<file path="src/rtl/gpr_wb_arbiter.sv">
// Write-back arbiter and pending-register scoreboard for the 32-entry GPR file.
// Three write-back sources share the register file's single write port in
// round-robin order; the port is driven from registered outputs, and a
// per-register pending mask lets decode stall on read-after-write hazards.
module gpr_wb_arbiter #(
    parameter int DW = 32,
    parameter int AW = 5
) (
    input  logic            clk,
    input  logic            rst,
    input  logic            alu_valid,
    input  logic [AW-1:0]   alu_rw,
    input  logic [DW-1:0]   alu_data,
    output logic            alu_ready,
    input  logic            mem_valid,
    input  logic [AW-1:0]   mem_rw,
    input  logic [DW-1:0]   mem_data,
    output logic            mem_ready,
    input  logic            mdu_valid,
    input  logic [AW-1:0]   mdu_rw,
    input  logic [DW-1:0]   mdu_data,
    output logic            mdu_ready,
    input  logic            alloc_en,
    input  logic [AW-1:0]   alloc_rw,
    input  logic [AW-1:0]   ra,
    input  logic [AW-1:0]   rb,
    output logic            hazard_a,
    output logic            hazard_b,
    output logic            RegWr,
    output logic [AW-1:0]   rw,
    output logic [DW-1:0]   busW,
    output logic [(2**AW)-1:0] pend_mask,
    output logic            alloc_err
);

    localparam int NREG = 2**AW;

    typedef enum logic [1:0] {
        SRC_ALU = 2'd0,
        SRC_MEM = 2'd1,
        SRC_MDU = 2'd2
    } src_e;

    src_e            last_q;     // most recently granted requester
    logic [2:0]      gnt;        // one-hot grant: {mdu, mem, alu}
    logic            xfer;
    logic [AW-1:0]   sel_rw;
    logic [DW-1:0]   sel_data;
    src_e            sel_src;
    logic [NREG-1:0] pend_next;

    // Round-robin grant: search starts at the requester after last_q.
    always_comb begin
        // NOTE: every output of a combinational block gets a default first,
        // so no path through the case/if chain can leave it unassigned and
        // infer a latch.
        gnt = 3'b000;
        if (rst) begin
            unique case (last_q)
                SRC_ALU: begin
                    if      (mem_valid) gnt = 3'b010;
                    else if (mdu_valid) gnt = 3'b100;
                    else if (alu_valid) gnt = 3'b001;
                end
                SRC_MEM: begin
                    if      (mdu_valid) gnt = 3'b100;
                    else if (alu_valid) gnt = 3'b001;
                    else if (mem_valid) gnt = 3'b010;
                end
                default: begin
                    if      (alu_valid) gnt = 3'b001;
                    else if (mem_valid) gnt = 3'b010;
                    else if (mdu_valid) gnt = 3'b100;
                end
            endcase
        end
    end

    assign alu_ready = gnt[0];
    assign mem_ready = gnt[1];
    assign mdu_ready = gnt[2];
    assign xfer      = |gnt;

    // Select the granted requester's destination and data.
    always_comb begin
        sel_rw   = alu_rw;
        sel_data = alu_data;
        sel_src  = SRC_ALU;
        if (gnt[1]) begin
            sel_rw   = mem_rw;
            sel_data = mem_data;
            sel_src  = SRC_MEM;
        end else if (gnt[2]) begin
            sel_rw   = mdu_rw;
            sel_data = mdu_data;
            sel_src  = SRC_MDU;
        end
    end

    // Pointer advances only on a transfer; reset value gives ALU top priority.
    always_ff @(posedge clk or negedge rst) begin
        if (!rst) begin
            // NOTE: sequential state uses non-blocking assignments so every
            // flop samples pre-edge values regardless of statement order.
            last_q <= SRC_MDU;
        end else if (xfer) begin
            last_q <= sel_src;
        end
    end

    // Registered write port: one-cycle latency, register 0 never written.
    always_ff @(posedge clk or negedge rst) begin
        if (!rst) begin
            RegWr <= 1'b0;
            rw    <= '0;
            busW  <= '0;
        end else begin
            RegWr <= xfer && (sel_rw != '0);
            if (xfer) begin
                rw   <= sel_rw;
                busW <= sel_data;
            end
        end
    end

    // Scoreboard next state: clear on write-back, then set on allocation so
    // a same-edge set wins over the clear.
    always_comb begin
        pend_next = pend_mask;
        if (xfer) pend_next[sel_rw] = 1'b0;
        if (alloc_en && (alloc_rw != '0)) pend_next[alloc_rw] = 1'b1;
        pend_next[0] = 1'b0;
    end

    // Pending mask and sticky double-allocation flag.
    always_ff @(posedge clk or negedge rst) begin
        if (!rst) begin
            // NOTE: the pending mask is a flop vector, not a RAM, so it is
            // reset as a whole; a stale bit would stall decode forever.
            pend_mask <= '0;
            alloc_err <= 1'b0;
        end else begin
            pend_mask <= pend_next;
            if (alloc_en && (alloc_rw != '0) && pend_mask[alloc_rw])
                alloc_err <= 1'b1;
        end
    end

    // Hazard covers both outstanding and in-flight (RegWr this cycle) writes.
    assign hazard_a = (ra != '0) && (pend_mask[ra] || (RegWr && (rw == ra)));
    assign hazard_b = (rb != '0) && (pend_mask[rb] || (RegWr && (rw == rb)));

endmodule
</file>
<file path="config.mk">
export PLATFORM = sky130hd
export DESIGN_NAME = gpr_wb_arbiter
export DESIGN_NICKNAME = d
export VERILOG_FILES = /design/src/rtl/gpr_wb_arbiter.sv
export SDC_FILE = /design/constraint.sdc
export NUM_CORES = 1
export LEC_CHECK = 0
export ABC_CLOCK_PERIOD_IN_PS = 3200
export BUFFER_PORTS_ARGS = -buffer_cell sky130_fd_sc_hd__buf_2
export CORE_MARGIN = 5
export CORE_UTILIZATION = 48
export DETAILED_ROUTE_END_ITERATION = 16
export HOLD_SLACK_MARGIN = 0.1
export PLACE_DENSITY = 0.8
export SLEW_MARGIN = 20
export SYNTH_ARGS = -nofsm -noshare
export SYNTH_HDL_FRONTEND = slang
export SYNTH_SLANG_ARGS = --single-unit
export TNS_END_PERCENT = 30
</file>
<file path="constraint.sdc">
create_clock -name clk -period 3.2 [get_ports clk]
set_input_delay 0.16 -clock clk [delete_from_list [all_inputs] [get_ports clk]]
set_output_delay 0.16 -clock clk [all_outputs]
set_load 0.02 [all_outputs]
</file>
==> impl_metrics.py, run 1 <==
metrics = {
    "outcome": {
        "status": "complete, no violations",
    },
    "synth": {
        "ys.flop_type": "dfrtp_1",
        "ys_types": 49,
        "synth-edff-count": 0,
        "synth_seq_cells": 72,
        "synth-warning-count": 0,
        "postSynthCellCount": 570,
        "async_flop_share_pct": 100,
        "netlist_area_um2": 4890,
        "syn_nets": 702,
        "avgSynthCellArea_um2": 8.57,
        "synth_seq_area_share_pct": 36.9,
    },
    "worst_setup_path": {
        "worstPathCellList": "dlygate4sd3_1 -> buf_4 -> nand2_1 -> a21o_1 -> inv_1 -> buf_4 -> buf_2",
        "cp_top_family": "buffers and inverters",
        "r2r_slack_ps": 810,
        "end_kind": "primary output",
        "critPathArrivalTime_ps": 2430,
        "rr_startpoint": "last_q[1]",
        "slowest_stage": "dlygate4sd3_1",
        "cpPeakStageDelay_ps": 520,
        "worstSetupStartpointType": "input pin",
        "cp_common_cell": "buf_4",
        "critical_path.max_fanout": 41,
        "criticalPathCategory": "in2out",
        "path_buf_inv": 5,
        "crit_required_ps": 3040,
        "r2r-end": "pend_mask[7]",
        "rr_worst_depth": 7,
    },
    "placement": {
        "port_buffers": 206,
        "place_area_um2": 5990,
        "gp_congestion": 0.977,
        "hpwlAfterDp_mm": 12.4,
    },
    "die": {
        "core_um2": 9860,
        "die_h_um": 111,
        "ioPinCount": 208,
        "start_util_pct": 49.5,
        "rows": 36,
        "die_width_um": 111,
        "dieArea_um2": 12300,
    },
    "sta": {
        "setup_tns_ps": 0,
        "worst_slew_pin_slew_ps": 695,
        "max_freq_ghz": 0.386,
        "hold_viol": 0,
        "min_period_ps": 2590,
        "setup_violations": 0,
        "skew_ps": 5.85,
        "finalCritPeriodShare_pct": 80.9,
        "rsz0062_at_grt": "no",
        "slew_violations": 0,
        "maxSlewHeadroom_pct": 53.3,
    },
    "power": {
        "power_frac_comb_pct": 36.0,
        "p_total_mw": 3.39,
        "peakVddDrop_mv": 0.279,
        "internal_power_mw": 2.11,
        "cellLeakagePower_nw": 3.13,
        "power_density_nw_per_um2": 529,
        "switching_share_pct": 37.9,
        "p_switching_mw": 1.29,
        "seqPwrFrac_pct": 38.1,
        "clkPwrFrac_pct": 25.9,
    },
    "drt": {
        "antenna_left": 0,
        "finalWirelength_mm": 16.6,
        "firstDrtPassIters": 6,
        "vias": 5288,
        "wl_per_cell_um": 18.2,
        "vias_per_cell": 5.80,
        "drc_errors": 0,
        "dr.first_iter.drc_count": 569,
    },
    "layout": {
        "regArea_um2": 1800,
        "n_fill_cell": 809,
        "fin_area_um2": 6420,
        "finish.net_count": 906,
        "fin_util_pct": 65.1,
        "multi_input_area_um2": 2840,
        "syn_to_final_growth_pct": 31.3,
        "diodes": 0,
        "drive_above_1_share_pct": 35.4,
    },
    "clocking": {
        "cts_buffer_depth": 2,
        "htreeDepth": 3,
        "cts_tree": "done",
        "clkSinkCount": 72,
        "cts_setup_buffers": 0,
        "clkTransAtPathRegs_ps": 80,
        "clock_latency_ps": 350,
        "numCtsBuffers": 9,
        "cts_root_buffer": "clkbuf_8",
    },
    "global_routing": {
        "track_usage_pct": 25.9,
        "grt_pass1_vias": 5208,
        "grt_pass1_wl_mm": 26.2,
        "overflow": 0,
        "grt_antenna_before_repair": 0,
        "grt_max_degree": 66,
    },
    "min_path": {
        "hold_depth": 3,
        "hp-class": "in2reg",
        "hold_start": "mem_data[15]",
        "holdPathEnd": "busW[15]",
    },
    "flow_run": {
        "drv_cap": 0,
    },
}
[per-layer routing]
layer / up-vias / global-route usage, % / routed length [um]
met1: 2468 / 32.5 / 6180
met4: 0 / 9.61 / 430
met5: - / 0 / 0
met2: 319 / 43.6 / 8190
li1: 2458 / - / -
met3: 43 / 6.06 / 1760
[placed cells by master (no fill, tap or decap), types with 7 or more instances in the layout]
cell type      netlist  final
nand2_1            154    154
dfrtp_1             71     71
buf_2               19    205
nor2_1               8      8
o21ai_0             49     49
dlygate4sd3_1        0     18
clkbuf_8             0      9
inv_1               17     17
o41ai_1             16     16
and3_1               7      7
buf_4                4     10
a21oi_1             72     72
xor2_1               8      8
a22oi_1             21     21
mux4_2              23     23
o21ai_1             12     12
[through the flow]
stage,hold slack [ps],worst slack [ps],std cells
floorplan,-136,1280,570
global placement,154,886,878
detailed placement,167,800,878
CTS,101,591,912
global route,121,396,912
finish,112,613,912
[registers in the layout, summed over array words and instances (netlist names)]
signal and count:
RegWr 1, alloc_err 1, busW 32, last_q 2
pend_mask 31, rw 5
[Yosys cell counts (2+ instances only)]
cell type / instances / area, um2
a211oi_1: 2 / 15.0
buf_1: 2 / 7.51
a31oi_1: 5 / 31.3
o21ai_1: 12 / 60.1
nand2_1: 154 / 578
nor2b_1: 3 / 18.8
a21oi_1: 72 / 360
inv_1: 17 / 63.8
nor4_1: 2 / 12.5
mux2_2: 3 / 33.8
nor2_1: 8 / 30.0
nand2b_1: 3 / 18.8
o31ai_4: 3 / 63.8
a22oi_1: 21 / 158
and3b_1: 3 / 26.3
dfrtp_1: 71 / 1780
o21ai_0: 49 / 245
and4b_1: 2 / 20.0
clkbuf_1: 16 / 60.1
and3_4: 3 / 33.8
nor3b_1: 4 / 30.0
a21o_1: 2 / 15.0
nor3b_2: 3 / 37.5
o41ai_1: 16 / 140
xnor2_1: 2 / 17.5
mux4_2: 23 / 518
and3_1: 7 / 43.8
mux2_4: 2 / 30.0
nand4b_1: 2 / 17.5
nand3_1: 4 / 20.0
buf_4: 4 / 30.0
buf_2: 19 / 95.1
or4_1: 2 / 15.0
mux2i_1: 6 / 60.1
and2_1: 2 / 12.5
xor2_1: 8 / 70.1
[worst register-to-register path, delay by kind of cell, from the launching register on]
| family | cells | cell delay [ps] |
|---|---|---|
| AO/OA/AOI/OAI | 4 | 1090 |
| buffers and inverters | 1 | 190 |
| flip-flops | 1 | 600 |
| AND/OR/NAND/NOR | 2 | 420 |
[what timing repair did]
action | 4_1_cts | 5_1_grt
hold buffers | 18 | 0
hold endpoints to repair | 50 | 0
gates resized for setup | 0 | 0
[worst max path at each step]
stage	end	cells past startpoint	startpoint	slack, ps
global route	RegWr	9	rst	400
floorplan	hazard_a	7	ra[1]	1280
finish	mdu_ready	7	rst	610
CTS	mdu_ready	7	rst	590
global placement	RegWr	8	rst	890
detailed placement	RegWr	8	rst	800
[power by group through the flow]
stage	logic [mW]	registers (mW)	clock network, mW
floorplan	0.589	1.41	0
global placement	1.17	1.29	0
detailed placement	1.20	1.29	0
CTS	1.22	1.28	0.895
global route	1.32	1.31	0.931
finish	1.22	1.29	0.880
[final cells by class]
class	instances	area share, %
timing repair buffer	234	20.3
inverter	18	1.05
clock inverter	6	1.79
tap	133	2.59
sequential	72	28.1
multi-input combinational	439	44.2
clock buffer	10	1.99
[cell families (layout without fill, tap and decap cells)]
kind of cell	count (synthesis)	in the layout	synth area share, %
flops	72	72	36.9
other cells	1	1	0.0768
simple gates	207	207	19.5
xor+xnor	10	10	1.79
buf+inv	59	268	5.33
mux	34	34	13.1
compound gates	187	187	23.3
Note: power is estimated with default switching activity, not from simulation.
==> run 2, diff against run 1 <==
Settings changed: ABC_CLOCK_PERIOD_IN_PS 3200 to 2100, CORE_UTILIZATION 48 to 44, PLACE_DENSITY 0.8 to 0.78.
Clock period 3.2 ns to 2.1 ns, I/O delays scaled along.
==> run 2 against run 1 <==
  * The run now ends with negative setup slack left
  * Combinational power increased by 87%
  * Die area increased by 8.3%
  * First-iteration DRC count decreased by 0.53%
  * Hold slack improved by 10 ps
  * Routed wire length increased by 12%
  * Non-clock buffer count increased by 50
  * Clock power increased by 57%
  * Design area increased by 12%
  * Clock skew increased by 13 ps
  * Critical path type is now reg2out
  * Largest cell class unchanged
==> impl_metrics.py, run 2 (synthesis gave the netlist of run 1 again) <==
metrics = {
    "worst_setup_path": {
        "r2r_slack_ps": -70,
        "slowest_stage": "mux4_2",
        "worstPathCellList": "mux4_2 -> mux4_2 -> o21ai_2 -> o21ai_1 -> buf_4",
        "critical_path.max_fanout": 3,
        "path_buf_inv": 1,
        "cp_common_cell": "mux4_2",
        "critPathArrivalTime_ps": 2150,
        "worstSetupStartpointType": "flip-flop",
        "criticalPathCategory": "reg2out",
        "rr_startpoint": "last_q[1]",
        "end_kind": "primary output",
        "cpPeakStageDelay_ps": 500,
        "rr_worst_depth": 7,
        "r2r-end": "pend_mask[17]",
        "cp_top_family": "multiplexers",
        "crit_required_ps": 2000,
    },
    "clocking": {
        "clkSinkCount": 72,
        "numCtsBuffers": 9,
        "cts_root_buffer": "clkbuf_8",
        "htreeDepth": 3,
        "clkTransAtPathRegs_ps": 100,
        "clock_latency_ps": 360,
        "cts_buffer_depth": 2,
        "cts_tree": "done",
    },
    "die": {
        "die_width_um": 115,
        "die_h_um": 115,
        "rows": 38,
        "dieArea_um2": 13300,
        "core_um2": 10800,
        "ioPinCount": 208,
        "start_util_pct": 45.1,
    },
    "sta": {
        "max_freq_ghz": 0.444,
        "maxSlewHeadroom_pct": 52.4,
        "min_period_ps": 2250,
        "worst_slack_ps": -154,
        "skew_ps": 19.3,
        "hold_viol": 0,
        "slew_violations": 0,
        "finalCritPeriodShare_pct": 107,
        "setup_violations": 11,
        "worst_slew_pin_slew_ps": 713,
        "rsz0062_at_grt": "yes",
    },
    "global_routing": {
        "track_usage_pct": 26.3,
        "grt_pass1_vias": 5621,
        "grt_max_degree": 54,
        "grt_antenna_before_repair": 0,
        "grt_pass1_wl_mm": 27.5,
        "overflow": 0,
    },
    "drt": {
        "dr.first_iter.drc_count": 566,
        "antenna_left": 0,
        "vias": 5693,
        "wl_per_cell_um": 19.0,
        "vias_per_cell": 5.86,
        "finalWirelength_mm": 18.5,
        "firstDrtPassIters": 5,
        "drc_errors": 0,
    },
    "min_path": {
        "hold_depth": 3,
        "holdPathEnd": "rw[1]",
        "hp-class": "in2reg",
        "hold_start": "mem_rw[1]",
    },
    "layout": {
        "largest_reg_flops": 32,
        "regMostFlops": "busW",
        "finish.net_count": 957,
        "layout_commonest_cell": "buf_2",
        "fin_area_um2": 7160,
        "final_cell_mix": "buf_2, nand2_1, a21oi_1, dfrtp_1, o21ai_0",
        "reg_top3": "busW x32, pend_mask x31, rw x5",
        "syn_to_final_growth_pct": 46.6,
        "drive_above_1_share_pct": 41.7,
    },
    "outcome": {
        "violations": "negative setup slack",
        "status": "complete, but fails checks",
    },
    "placement": {
        "gp_congestion": 0.993,
        "place_area_um2": 6120,
        "pre_cts_ws_ps": -30.7,
        "port_buffers": 206,
        "hpwlAfterDp_mm": 12.6,
    },
    "power": {
        "cellLeakagePower_nw": 3.45,
        "peakVddDrop_mv": 0.458,
        "power_density_nw_per_um2": 783,
    },
    "flow_run": {
        "drv_cap": 0,
    },
}
[run 2: changes by cell type in the layout (fill, tap and decap cells not counted), moves of 4 or more]
| cell | before | now |
|---|---|---|
| buf_4 | 10 | 35 |
| buf_6 | 0 | 5 |
| dfrtp_1 | 71 | 64 |
| dfrtp_2 | 0 | 7 |
| dlygate4sd3_1 | 18 | 34 |
| o21ai_0 | 49 | 45 |
| o41ai_1 | 16 | 2 |
| o41ai_2 | 0 | 10 |
| o41ai_4 | 0 | 4 |
[run 2: final cells by class]
class	count	area, um2
Antenna cell	2	5.00
Clock buffer	11	141
Clock inverter	5	104
Fill cell	846	3680
Inverter	18	70.1
Multi-Input combinational cell	440	3070
Sequential cell	72	1810
Tap cell	140	175
Timing Repair Buffer	284	1780
[run 2: worst min-delay path: stages]
cell	delay, ps
buf_2	120
a21oi_1	70
o21ai_0	120
[run 2: per-stage QoR]
| step | std cells | utilization (%) | hold WS, ps | setup TNS [ps] | power [mW] |
|---|---|---|---|---|---|
| 6_report | 972 | 66.1 | 122 | -493 | 5.61 |
| 5_1_grt | 970 | 66.0 | 118 | -1830 | 5.88 |
| 4_1_cts | 958 | 62.8 | 109 | -324 | 5.35 |
| 3_5_place_dp | 899 | 56.5 | -56.2 | -43.6 | 3.86 |
| 3_3_place_gp | 899 | 56.5 | -56.5 | 0 | 3.79 |
| 2_1_floorplan | 570 | - | -191 | 0 | 3.05 |
[run 2: worst max-delay path by stage]
stage	startpoint	to	slack (ps)	depth (start not counted)
after CTS	pend_mask[11]	hazard_a	-160	5
final	pend_mask[11]	hazard_a	-150	5
after global placement	last_q[1]	pend_mask[29]	70	8
after floorplan	last_q[1]	pend_mask[24]	230	6
after global routing	pend_mask[11]	hazard_a	-190	5
after detailed placement	last_q[1]	pend_mask[11]	-30	8
[run 2: power breakdown]
group | internal (mW) | leakage [nW] | switching (mW)
Sequential | 1.63 | 0.827 | 0.306
Clock | 0.823 | 0.124 | 0.560
Combinational | 1.03 | 2.50 | 1.25
Total | 3.49 | 3.45 | 2.12
[run 2: timing repair]
action                     4_1_cts  5_1_grt
resized for setup               13       45
cloned                           0        3
setup buffers                   10        8
hold endpoints to repair       104        1
pin swaps                        3       22
hold buffers                    33        1
setup endpoints to repair       11       43
[run 2: metal layers]
| metal | vias to the layer above | track usage [%] | part of all wire, % |
|---|---|---|---|
| li1 | 2561 | - | - |
| met1 | 2695 | 31.3 | 36 |
| met2 | 379 | 44.3 | 50 |
| met3 | 58 | 8.21 | 11 |
| met4 | 0 | 10.4 | 3.4 |
| met5 | - | 0 | 0 |
